### config.mk
export PLATFORM = sky130hd
export DESIGN_NAME = pl_run_ctrl_flat
export DESIGN_NICKNAME = d
export VERILOG_FILES = /design/src/rtl/pl_run_ctrl_pkg.sv /design/src/rtl/pl_run_ctrl_if.sv /design/src/rtl/pl_run_ctrl_perf_cnt.sv /design/src/rtl/pl_run_ctrl.sv /design/src/flat_wrapper.sv
export SDC_FILE = /design/constraint.sdc
export NUM_CORES = 1
export LEC_CHECK = 0
export ABC_AREA = 1
export CORE_MARGIN = 2
export CORE_UTILIZATION = 38
export DETAILED_ROUTE_END_ITERATION = 8
export PLACE_DENSITY = 0.88
export SYNTH_ARGS = -nofsm -noshare
export SYNTH_HDL_FRONTEND = slang
export SYNTH_SLANG_ARGS = --single-unit
### constraint.sdc
create_clock -name clk -period 2.3 [get_ports clk]
set_input_delay 0.46 -clock clk [delete_from_list [all_inputs] [get_ports clk]]
set_output_delay 0.46 -clock clk [all_outputs]
set_load 0.02 [all_outputs]
### src/rtl/pl_run_ctrl_pkg.sv
`default_nettype none
//------------------------------------------------------------------------------
// Module   : plctrl_pkg
// Brief    : Shared encodings for the pipeline run-control sequencer: FSM
//            states, command opcodes and halt-cause codes.
// Revision : 1.0 - initial release
//------------------------------------------------------------------------------
package plctrl_pkg;

   typedef enum logic [1:0] {
      ST_RUN   = 2'd0,
      ST_STEP  = 2'd1,
      ST_DRAIN = 2'd2,
      ST_HALT  = 2'd3
   } state_t;

   localparam logic [1:0] c_OP_RUN    = 2'b00;
   localparam logic [1:0] c_OP_HALT   = 2'b01;
   localparam logic [1:0] c_OP_STEP   = 2'b10;
   localparam logic [1:0] c_OP_CLRCNT = 2'b11;

   localparam logic [1:0] c_CAUSE_NONE = 2'd0;
   localparam logic [1:0] c_CAUSE_CMD  = 2'd1;
   localparam logic [1:0] c_CAUSE_BP   = 2'd2;
   localparam logic [1:0] c_CAUSE_STEP = 2'd3;

endpackage
`default_nettype wire

### src/rtl/pl_run_ctrl_if.sv
`default_nettype none
//------------------------------------------------------------------------------
// Module   : pl_run_ctrl_if
// Brief    : Command handshake between a debug/bench requester (master) and
//            the run-control sequencer (slave).
// Revision : 1.0 - initial release
//------------------------------------------------------------------------------
interface pl_run_ctrl_if;
   logic       cmd_valid;
   logic       cmd_ready;
   logic [1:0] cmd_op;
   logic [7:0] cmd_steps;

   modport master (output cmd_valid, output cmd_op, output cmd_steps, input cmd_ready);
   modport slave  (input cmd_valid, input cmd_op, input cmd_steps, output cmd_ready);
endinterface
`default_nettype wire

### src/rtl/pl_run_ctrl_perf_cnt.sv
`default_nettype none
//------------------------------------------------------------------------------
// Module   : pl_perf_cnt
// Brief    : Cycle and retired-instruction counters with synchronous clear.
//            Built only when PLCTRL_PERF_CNT_EN is defined.
// Revision : 1.0 - initial release
//------------------------------------------------------------------------------
module pl_perf_cnt #(
   parameter int CNTW = 32
) (
   input  wire logic            clk,
   input  wire logic            rst,
   input  wire logic            clr,
   input  wire logic            cyc_inc,
   input  wire logic            ret_inc,
   output logic [CNTW-1:0]      cycle_cnt,
   output logic [CNTW-1:0]      instret
);

   logic [CNTW-1:0] r_cycle_cnt;
   logic [CNTW-1:0] r_instret;

   // Clear beats a same-cycle increment; both counters wrap silently.
   always_ff @(posedge clk) begin
      if (rst || clr) begin
         r_cycle_cnt <= '0;
         r_instret   <= '0;
      end else begin
         if (cyc_inc) r_cycle_cnt <= r_cycle_cnt + 1'b1;
         if (ret_inc) r_instret   <= r_instret + 1'b1;
      end
   end

   assign cycle_cnt = r_cycle_cnt;
   assign instret   = r_instret;

endmodule
`default_nettype wire

### src/rtl/pl_run_ctrl.sv
`default_nettype none
//------------------------------------------------------------------------------
// Module   : pl_run_ctrl
// Brief    : Run-control sequencer: gates fetch for run / halt / single- and
//            multi-step / PC breakpoint, drains the pipe before reporting
//            halted. Optional counters under macro PLCTRL_PERF_CNT_EN.
// Revision : 1.0 - initial release
//------------------------------------------------------------------------------
module pl_run_ctrl
   import plctrl_pkg::*;
#(
   parameter int XLEN     = 32,
   parameter int CNTW     = 32,
   parameter bit BOOT_RUN = 1'b1
) (
   input  wire logic            clk,
   input  wire logic            rstn,        // active-high synchronous reset
   pl_run_ctrl_if.slave         cmd,
   input  wire logic [XLEN-1:0] if_pc,
   input  wire logic            pipe_hold,
   input  wire logic            retire,
   input  wire logic            pipe_empty,
   input  wire logic            bp_en,
   input  wire logic [XLEN-1:0] bp_addr,
   output logic                 fetch_stall,
   output logic                 halted,
   output logic [1:0]           run_state,
   output logic [1:0]           halt_cause,
   output logic [CNTW-1:0]      cycle_cnt,
   output logic [CNTW-1:0]      instret
);

   localparam state_t c_BOOT_STATE = BOOT_RUN ? ST_RUN : ST_HALT;

   state_t     r_state,    w_state_nxt;
   logic [7:0] r_step_cnt, w_step_cnt_nxt;
   logic [1:0] r_cause,    w_cause_nxt;
   logic       r_bp_skip,  w_bp_skip_nxt;
   logic       r_halted;

   logic w_active, w_bp_hit, w_fetch_fire, w_cmd_acc, w_clr;

   assign w_active     = (r_state == ST_RUN) || (r_state == ST_STEP);
   assign w_bp_hit     = bp_en && (if_pc == bp_addr) && !r_bp_skip && w_active;
   assign fetch_stall  = !w_active || w_bp_hit;
   assign w_fetch_fire = !fetch_stall && !pipe_hold && w_active;
   assign cmd.cmd_ready = (r_state == ST_RUN) || (r_state == ST_HALT);
   assign w_cmd_acc    = cmd.cmd_valid && cmd.cmd_ready;
   assign w_clr        = w_cmd_acc && (cmd.cmd_op == c_OP_CLRCNT);

   // Next-state, step count, halt cause and breakpoint-skip decisions.
   always_comb begin
      w_state_nxt    = r_state;
      w_step_cnt_nxt = r_step_cnt;
      w_cause_nxt    = r_cause;
      w_bp_skip_nxt  = r_bp_skip;
      // The first instruction fetched after resuming consumes the skip.
      if (w_fetch_fire) w_bp_skip_nxt = 1'b0;
      case (r_state)
         ST_RUN: begin
            if (w_bp_hit) begin
               w_state_nxt = ST_DRAIN;
               w_cause_nxt = c_CAUSE_BP;
            end else if (w_cmd_acc && (cmd.cmd_op == c_OP_HALT)) begin
               w_state_nxt = ST_DRAIN;
               w_cause_nxt = c_CAUSE_CMD;
            end
         end
         ST_STEP: begin
            if (w_bp_hit) begin
               w_state_nxt    = ST_DRAIN;
               w_cause_nxt    = c_CAUSE_BP;
               w_step_cnt_nxt = 8'd0;
            end else if (w_fetch_fire) begin
               w_step_cnt_nxt = r_step_cnt - 8'd1;
               if (r_step_cnt == 8'd1) begin
                  w_state_nxt = ST_DRAIN;
                  w_cause_nxt = c_CAUSE_STEP;
               end
            end
         end
         ST_DRAIN: begin
            if (pipe_empty) w_state_nxt = ST_HALT;
         end
         ST_HALT: begin
            if (w_cmd_acc && (cmd.cmd_op == c_OP_RUN)) begin
               w_state_nxt   = ST_RUN;
               w_cause_nxt   = c_CAUSE_NONE;
               w_bp_skip_nxt = 1'b1;
            end else if (w_cmd_acc && (cmd.cmd_op == c_OP_STEP)) begin
               w_state_nxt    = ST_STEP;
               w_step_cnt_nxt = (cmd.cmd_steps == 8'd0) ? 8'd1 : cmd.cmd_steps;
               w_bp_skip_nxt  = 1'b1;
            end
         end
         default: w_state_nxt = c_BOOT_STATE;
      endcase
   end

   // State register; halted tracks the registered state exactly.
   always_ff @(posedge clk) begin
      if (rstn) begin
         r_state    <= c_BOOT_STATE;
         r_step_cnt <= 8'd0;
         r_cause    <= c_CAUSE_NONE;
         r_bp_skip  <= 1'b0;
         r_halted   <= !BOOT_RUN;
      end else begin
         r_state    <= w_state_nxt;
         r_step_cnt <= w_step_cnt_nxt;
         r_cause    <= w_cause_nxt;
         r_bp_skip  <= w_bp_skip_nxt;
         r_halted   <= (w_state_nxt == ST_HALT);
      end
   end

   assign halted     = r_halted;
   assign run_state  = r_state;
   assign halt_cause = r_cause;

`ifdef PLCTRL_PERF_CNT_EN
   pl_perf_cnt #(.CNTW(CNTW)) u_perf_cnt (
      .clk       (clk),
      .rst       (rstn),
      .clr       (w_clr),
      .cyc_inc   (r_state != ST_HALT),
      .ret_inc   (retire),
      .cycle_cnt (cycle_cnt),
      .instret   (instret)
   );
`else
   // Counters absent: CLRCNT is still accepted but has nothing to clear.
   logic w_perf_unused;
   assign w_perf_unused = w_clr ^ retire;
   assign cycle_cnt     = '0;
   assign instret       = '0;
`endif

endmodule
`default_nettype wire

### src/flat_wrapper.sv
// flat-port wrapper written by rule: the top's interface ports become plain ports
module pl_run_ctrl_flat import plctrl_pkg::*;
#(
   parameter int XLEN     = 32,
   parameter int CNTW     = 32,
   parameter bit BOOT_RUN = 1'b1
)
  (clk, rstn, if_pc, pipe_hold, retire, pipe_empty, bp_en, bp_addr, fetch_stall, halted, run_state, halt_cause, cycle_cnt, instret, cmd_cmd_valid, cmd_cmd_op, cmd_cmd_steps, cmd_cmd_ready);
  pl_run_ctrl_if cmd_i ();
  input  wire logic clk;
  input  wire logic rstn;
  input  wire logic [XLEN-1:0] if_pc;
  input  wire logic pipe_hold;
  input  wire logic retire;
  input  wire logic pipe_empty;
  input  wire logic bp_en;
  input  wire logic [XLEN-1:0] bp_addr;
  output logic fetch_stall;
  output logic halted;
  output logic [1:0] run_state;
  output logic [1:0] halt_cause;
  output logic [CNTW-1:0] cycle_cnt;
  output logic [CNTW-1:0] instret;
  input wire logic [$bits(cmd_i.cmd_valid)-1:0] cmd_cmd_valid;
  input wire logic [$bits(cmd_i.cmd_op)-1:0] cmd_cmd_op;
  input wire logic [$bits(cmd_i.cmd_steps)-1:0] cmd_cmd_steps;
  output wire logic [$bits(cmd_i.cmd_ready)-1:0] cmd_cmd_ready;
  assign cmd_i.cmd_valid = cmd_cmd_valid;
  assign cmd_i.cmd_op = cmd_cmd_op;
  assign cmd_i.cmd_steps = cmd_cmd_steps;
  assign cmd_cmd_ready = cmd_i.cmd_ready;
  pl_run_ctrl #(.XLEN(XLEN), .CNTW(CNTW), .BOOT_RUN(BOOT_RUN)) u_core (.clk(clk), .rstn(rstn), .cmd(cmd_i), .if_pc(if_pc), .pipe_hold(pipe_hold), .retire(retire), .pipe_empty(pipe_empty), .bp_en(bp_en), .bp_addr(bp_addr), .fetch_stall(fetch_stall), .halted(halted), .run_state(run_state), .halt_cause(halt_cause), .cycle_cnt(cycle_cnt), .instret(instret));
endmodule
## Yosys cells after proc, flatten, opt, wreduce, memory -nomap -nowiden

Index checks and enable logic that the tools add are counted.

| word-level totals | value |
|---|---|
| logic and storage cells | 69 |
| output and inout bits | 71 |
| input bits | 81 |
| flip-flop bits (word level) | 14 |

| operators by class | value |
|---|---|
| equality and inequality tests | 14 |
| mux-type cells | 26 |
| $add $sub $neg | 1 |
| reductions and logical operators | 23 |

Operator list:

| cell | count |
|---|---|
| $mux 8 | 5 |
| $eq 32x32->1 | 1 |
| $mux 2 | 14 |
| $pmux 8 s2 | 1 |
| $logic_and 1x1->1 | 9 |
| $eq 2x2->1 const B | 4 |
| $eq 8x1->1 const B | 1 |
| $logic_not 8->1 | 1 |
| $pmux 2 s4 | 1 |
| $sub 8x1->8 const B | 1 |
| $ne 2x2->1 const B | 3 |
| $ne 3x2->1 const B | 2 |
| $pmux 2 s3 | 1 |
| $reduce_and 5->1 | 1 |
| $eq 2x1->1 const B | 2 |
| $logic_not 1->1 | 4 |
| $logic_not 2->1 | 2 |
| $mux 1 | 4 |
| $reduce_and 4->1 | 1 |
| $logic_or 1x1->1 | 3 |
| $ne 3x1->1 const B | 1 |
| $reduce_bool 3->1 | 1 |
| $reduce_bool 2->1 | 1 |

## Logic depth before layout (Yosys ltp)

Gate-level depths: netlist (run 1).

| logic depth | value |
|---|---|
| depth after elaboration | 12 |
| mapped depth | 16 |
| depth with buffers taken out | 16 |

## Worst setup path before layout (run 1)

OpenSTA, ideal clock, no wires.

| timing path | value |
|---|---|
| path kind | register to register |
| start | register u_core.r_state[0], in the netlist u_core.run_state[0] |
| end | register u_core.r_step_cnt[5] |
| cell stages (with the launch flop) | 16 |
| library setup time | 0.115 ns |
| period minus slack after synthesis | 2.367 ns |
| setup slack | -0.067 ns |
| required time | 2.185 ns |
| buffers on the path | 1 |
| data arrival time | 2.253 ns |
| cells stage by stage | dfxtp_1 -> clkbuf_1 -> inv_1 -> ha_1 -> inv_1 -> nand2_1 -> nor2_1 -> nand2_1 -> nor2_1 -> inv_1 -> o21ai_0 -> nand2_4 -> inv_6 -> o21ai_1 -> nor2_1 -> nor2_1 |

| between the ends | value |
|---|---|
| elaborated cells on any way between the ends | 21 |
| classes of those cells | eq/ne: 5; mux: 2; reduce/logical: 14 |

RTL lines:

| what | line | RTL |
|---|---|---|
| start, declared | pl_run_ctrl.sv:35 | `state_t r_state, w_state_nxt;` |
| start signal, assigned | pl_run_ctrl.sv:103 | `r_state <= c_BOOT_STATE;` |
| start signal, assigned | pl_run_ctrl.sv:109 | `r_state <= w_state_nxt;` |
| $eq 2x2->1 or $logic_not 2->1 (tied branches) | pl_run_ctrl.sv:47 | `assign cmd.cmd_ready = (r_state == ST_RUN) \|\| (r_state == ST_HALT);` |
| $logic_or 1x1->1 * | pl_run_ctrl.sv:47 |  |
| named net cmd_cmd_ready | flat_wrapper.sv:27 | `output wire logic [$bits(cmd_i.cmd_ready)-1:0] cmd_cmd_ready;` |
| $logic_and 1x1->1 * | pl_run_ctrl.sv:48 | `assign w_cmd_acc = cmd.cmd_valid && cmd.cmd_ready;` |
| $logic_and 1x1->1 (on tied branches) | pl_run_ctrl.sv:86, pl_run_ctrl.sv:90 |  |
| $ne 2x2->1 (no line) | -- |  |
| $reduce_and 4->1 (no line) * | -- |  |
| end signal, assigned | pl_run_ctrl.sv:110 | `r_step_cnt <= w_step_cnt_nxt;` |
| end, declared | pl_run_ctrl.sv:36 | `logic [7:0] r_step_cnt, w_step_cnt_nxt;` |

The timed path passes the listed nets; every way through them passes the cells marked *.
A chain may end at the register's enable or synchronous reset.

## Worst setup path after layout (run 1)

| timing path | value |
|---|---|
| start | input bp_addr[20] |
| end | output fetch_stall |

| between the ends | value |
|---|---|
| longest elaborated chain between the ends | 5 |

Ends and longest elaborated chain:

| what | line | RTL |
|---|---|---|
| start, declared | flat_wrapper.sv:17 | `input wire logic [XLEN-1:0] bp_addr;` |
| $eq 32x32->1 | pl_run_ctrl.sv:44 | `assign w_bp_hit = bp_en && (if_pc == bp_addr) && !r_bp_skip && w_active;` |
| $logic_and 1x1->1 (3 in series) | pl_run_ctrl.sv:44 |  |
| $logic_or 1x1->1 | pl_run_ctrl.sv:45 | `assign fetch_stall = !w_active \|\| w_bp_hit;` |
| end, declared | flat_wrapper.sv:18 | `output logic fetch_stall;` |

No other way between the ends.

==> results of run 1 <==
==> through the flow <==
| stage | utilization, % | area, um2 | hold WS (ns) |
|---|---|---|---|
| floorplan | - | 2696 | 0.4385 |
| global placement | 55.45 | 3501 | 0.4521 |
| detailed placement | 55.45 | 3501 | 0.4628 |
| CTS | 56.50 | 3567 | 0.4723 |
| global route | 59.47 | 3755 | 0.5019 |
| finish | 59.47 | 3755 | 0.4704 |
==> cell usage after synthesis (all sizes together), types with 2 or more instances <==
cell and instances:
buf 65, nor4 3, a21oi 14, xor2 5
nand4 7, dfxtp 14, nand2 119, nor2 56
nand3b 2, nand3 16, inv 84, o21ai 18
nor3 4, ha 8, xnor2 8
==> layout make-up <==
class / instances / area, um2
tap: 77 / 96.34
fill: 541 / 2559
inverter: 85 / 324.1
multi-input combinational: 332 / 1694
sequential: 14 / 280.3
timing repair buffer: 133 / 1305
clock buffer: 4 / 55.05
==> routing by layer <==
metal	share of wire, %	vias to the layer above	track usage (%)
met5	0	-	0
met4	1.8	0	4.329
met3	7.3	15	2.163
met2	52	125	35.86
met1	39	1291	22.16
li1	-	1455	-
==> sequential cells by signal (all words and copies together), names as in the netlist <==
| name | count |
|---|---|
| u_core.r_bp_skip | 1 |
| u_core.halt_cause | 2 |
| u_core.run_state | 2 |
| u_core.r_step_cnt | 8 |
| u_core.halted | 1 |
==> cells in the final DEF (no fill, tap or decap), drive strengths merged <==
| cell type | instances |
|---|---|
| nor4 | 3 |
| nor3b | 1 |
| xor2 | 5 |
| buf | 48 |
| clkbuf | 4 |
| ha | 8 |
| a22oi | 1 |
| nor2 | 56 |
| dfxtp | 14 |
| clkinv | 1 |
| inv | 84 |
| nand4 | 7 |
| xnor2 | 8 |
| and3 | 1 |
| o22ai | 1 |
| or2 | 1 |
| nand3 | 16 |
| clkdlybuf4s50 | 49 |
| o2111a | 1 |
| a21oi | 14 |
| nor3 | 4 |
| nand2 | 119 |
| o2111ai | 1 |
| o31ai | 1 |
| o21ai | 18 |
| nand3b | 2 |
| dlymetal6s2s | 36 |
| conb | 64 |
==> worst reg2reg max path: cells and delay by family, from the launching register on <==
| kind | cells | cell delay, ns |
|---|---|---|
| compound gates | 2 | 0.21 |
| fa+ha+maj | 1 | 0.28 |
| buf+inv | 4 | 0.36 |
| flops | 1 | 0.42 |
| simple gates | 7 | 0.68 |
==> power by group through the flow <==
stage / clock network (mW) / logic, mW / registers (mW)
floorplan: 0 / 0.531 / 0.303
global placement: 0 / 0.791 / 0.288
detailed placement: 0 / 0.807 / 0.288
CTS: 0.248 / 0.825 / 0.283
global route: 0.258 / 0.935 / 0.288
finish: 0.244 / 0.850 / 0.285
==> timing repair <==
action	CTS	global route
endpoints found under the setup margin	1	12
resized for setup	8	64
pin swaps	2	18
setup buffers	0	2
cloned	0	0
hold buffers	0	0
==> worst max-delay path by stage <==
stage / start / cells past startpoint / endpoint / slack [ns]
after floorplan: u_core.run_state[0]$_SDFF_PP0_ / 15 / u_core.r_step_cnt[5]$_SDFFE_PP0P_ / 0.009
after global placement: bp_addr[22] / 7 / fetch_stall / -0.46
after detailed placement: bp_addr[8] / 9 / fetch_stall / -0.50
after CTS: if_pc[21] / 12 / fetch_stall / 0.007
after global routing: bp_addr[20] / 10 / fetch_stall / -0.02
final: bp_addr[20] / 10 / fetch_stall / 0.04
==> cells by family (layout without fill, tap and decap cells) <==
logic type	Yosys count	in the layout	share of synthesized area, %
other	1	64	0.1525
adder cells (fa/ha/maj)	8	8	4.071
flip-flops	14	14	11.40
AO/OA/AOI/OAI	37	37	8.347
XOR/XNOR	13	13	4.631
buffers and inverters	151	222	33.08
AND/OR/NAND/NOR	210	210	38.32
==> flow_metrics.tcl, run 1 <==
set metrics [dict create \
    area.growth.synth_to_final_pct 52.72 \
    setup_violations 0 \
    rrSetupSlack_ns 0.27 \
    clkLatencyLatePin_ns 0.25 \
    post_layout_nonfiller_instances 645 \
    syn_avg_cell_area_um2 5.665 \
    synth_flop_cell "dfxtp_1" \
    synth_top_cell_area_share_pct 19.54 \
    cp.arrival_ns 1.80 \
    endpoint_kind "output pin" \
    clock_skew_ns 0.001010 \
    chipWidth_um 84.44 \
    rr_endpoint "u_core.r_step_cnt[5]$_SDFFE_PP0P_" \
    synth-edff-count 0 \
    pwr-share-comb_pct 61.7 \
    start_kind "input port" \
    ir_drop_v 0.0003607 \
    io_buffers 86 \
    synth.distinct_cells 37 \
    r2r_start "u_core.run_state[1]$_SDFF_PP0_" \
    start_util_pct 38.94 \
    min-delay-start "u_core.r_step_cnt[7]$_SDFFE_PP0P_" \
    slew_violations 0 \
    r2r_cells 14 \
    synthCells 434 \
    synth_top_cell_by_area "buf_4" \
    maxCapViolCount 0 \
    fin_nets 658 \
    viasPerCell 4.474 \
    worstHoldEndpoint "u_core.r_step_cnt[7]$_SDFFE_PP0P_" \
    clk_pin_slew_worst_paths_ns 0.06 \
    dp_hpwl_mm 5.795 \
    cts_max_level 1 \
    switchingPower_mw 0.5876 \
    setup_tns_ns 0 \
    async_flop_share_pct 0 \
    worst-endpoint-required_ns 1.84 \
    period_share_pct 98.34 \
    period_minus_slack_ns 2.262 \
    antenna_found_initial 0 \
    drive_above_1_share_pct 18.13 \
    detail-route-antenna-nets 0 \
    status "finished clean" \
    cellPowerDensity_mw_per_mm2 367.3 \
    critPathTopFamily "buffers and inverters" \
    grt_use_total_pct 18.73 \
    hold_depth 2 \
    synth_area_leaders "buf_4 (20%), nand2_1 (18%), inv_1 (12%)" \
    grt_pass1_wl_mm 11.25 \
    drcViolationCount 0 \
    io-pin-count 152 \
    hold_class "register to register" \
    placed_cells 639 \
    crit_chain "clkdlybuf4s50_1, nand2_1, inv_1, o21ai_1, nor2_1, nand2_2, nor2_4, nand3_4, nand2_4, buf_6" \
    cts_tree "done" \
    wl_per_cell_um 11.35 \
    drt_first_pass_iters 4 \
    path_max_fanout 2 \
    place_congestion 0.8672 \
    p_int_mw 0.7916 \
    critPathSlowestCell "clkdlybuf4s50_1" \
    dieArea_mm2 0.007129 \
    post-place-ws_ns -0.5018 \
    ys_seq_elements 14 \
    drtIter0Drc 82 \
    cts_buffers 3 \
    die_y_um 84.44 \
    dr_total_vias 2886 \
    antenna_cells 0 \
    finalHoldViolations 0 \
    root_buffer "clkbuf_8" \
    leakage_nw 2.342 \
    core_mm2 0.006314 \
    timing.final.ws_setup_ns 0.03811 \
    clock_path_buffers 2 \
    p_sw_share_pct 42.60 \
    maxClockFrequency_ghz 0.4421 \
    clock-sinks 14 \
    routed_wl_mm 7.320 \
    max_stage_delay_ns 0.49 \
    cp_num_buf_inv 3 \
    total_power_mw 1.379 \
    syn_area_mm2 0.002459 \
    path_class "input port to output pin" \
    grt_start_max_net_pins 11 \
    rows 29 \
    ys_seq_area_share_pct 11.40 \
    yosysWarnings 0 \
    p_seq_share_pct 20.6 \
    grt_pass1_vias 2559 \
    grt-ovfl-total 0 \
    power_frac_clock_pct 17.7 \
]
(Power assumes the default switching activity.)
==> run 2, diff against run 1 <==
--- a/config.mk
+++ b/config.mk
@@ -10,6 +10,7 @@
 export CORE_UTILIZATION = 38
 export DETAILED_ROUTE_END_ITERATION = 8
 export PLACE_DENSITY = 0.88
+export SLEW_MARGIN = 10
 export SYNTH_ARGS = -nofsm -noshare
 export SYNTH_HDL_FRONTEND = slang
 export SYNTH_SLANG_ARGS = --single-unit
==> results of run 2 <==
Final layout, timing and power as in run 1 (identical DEF).
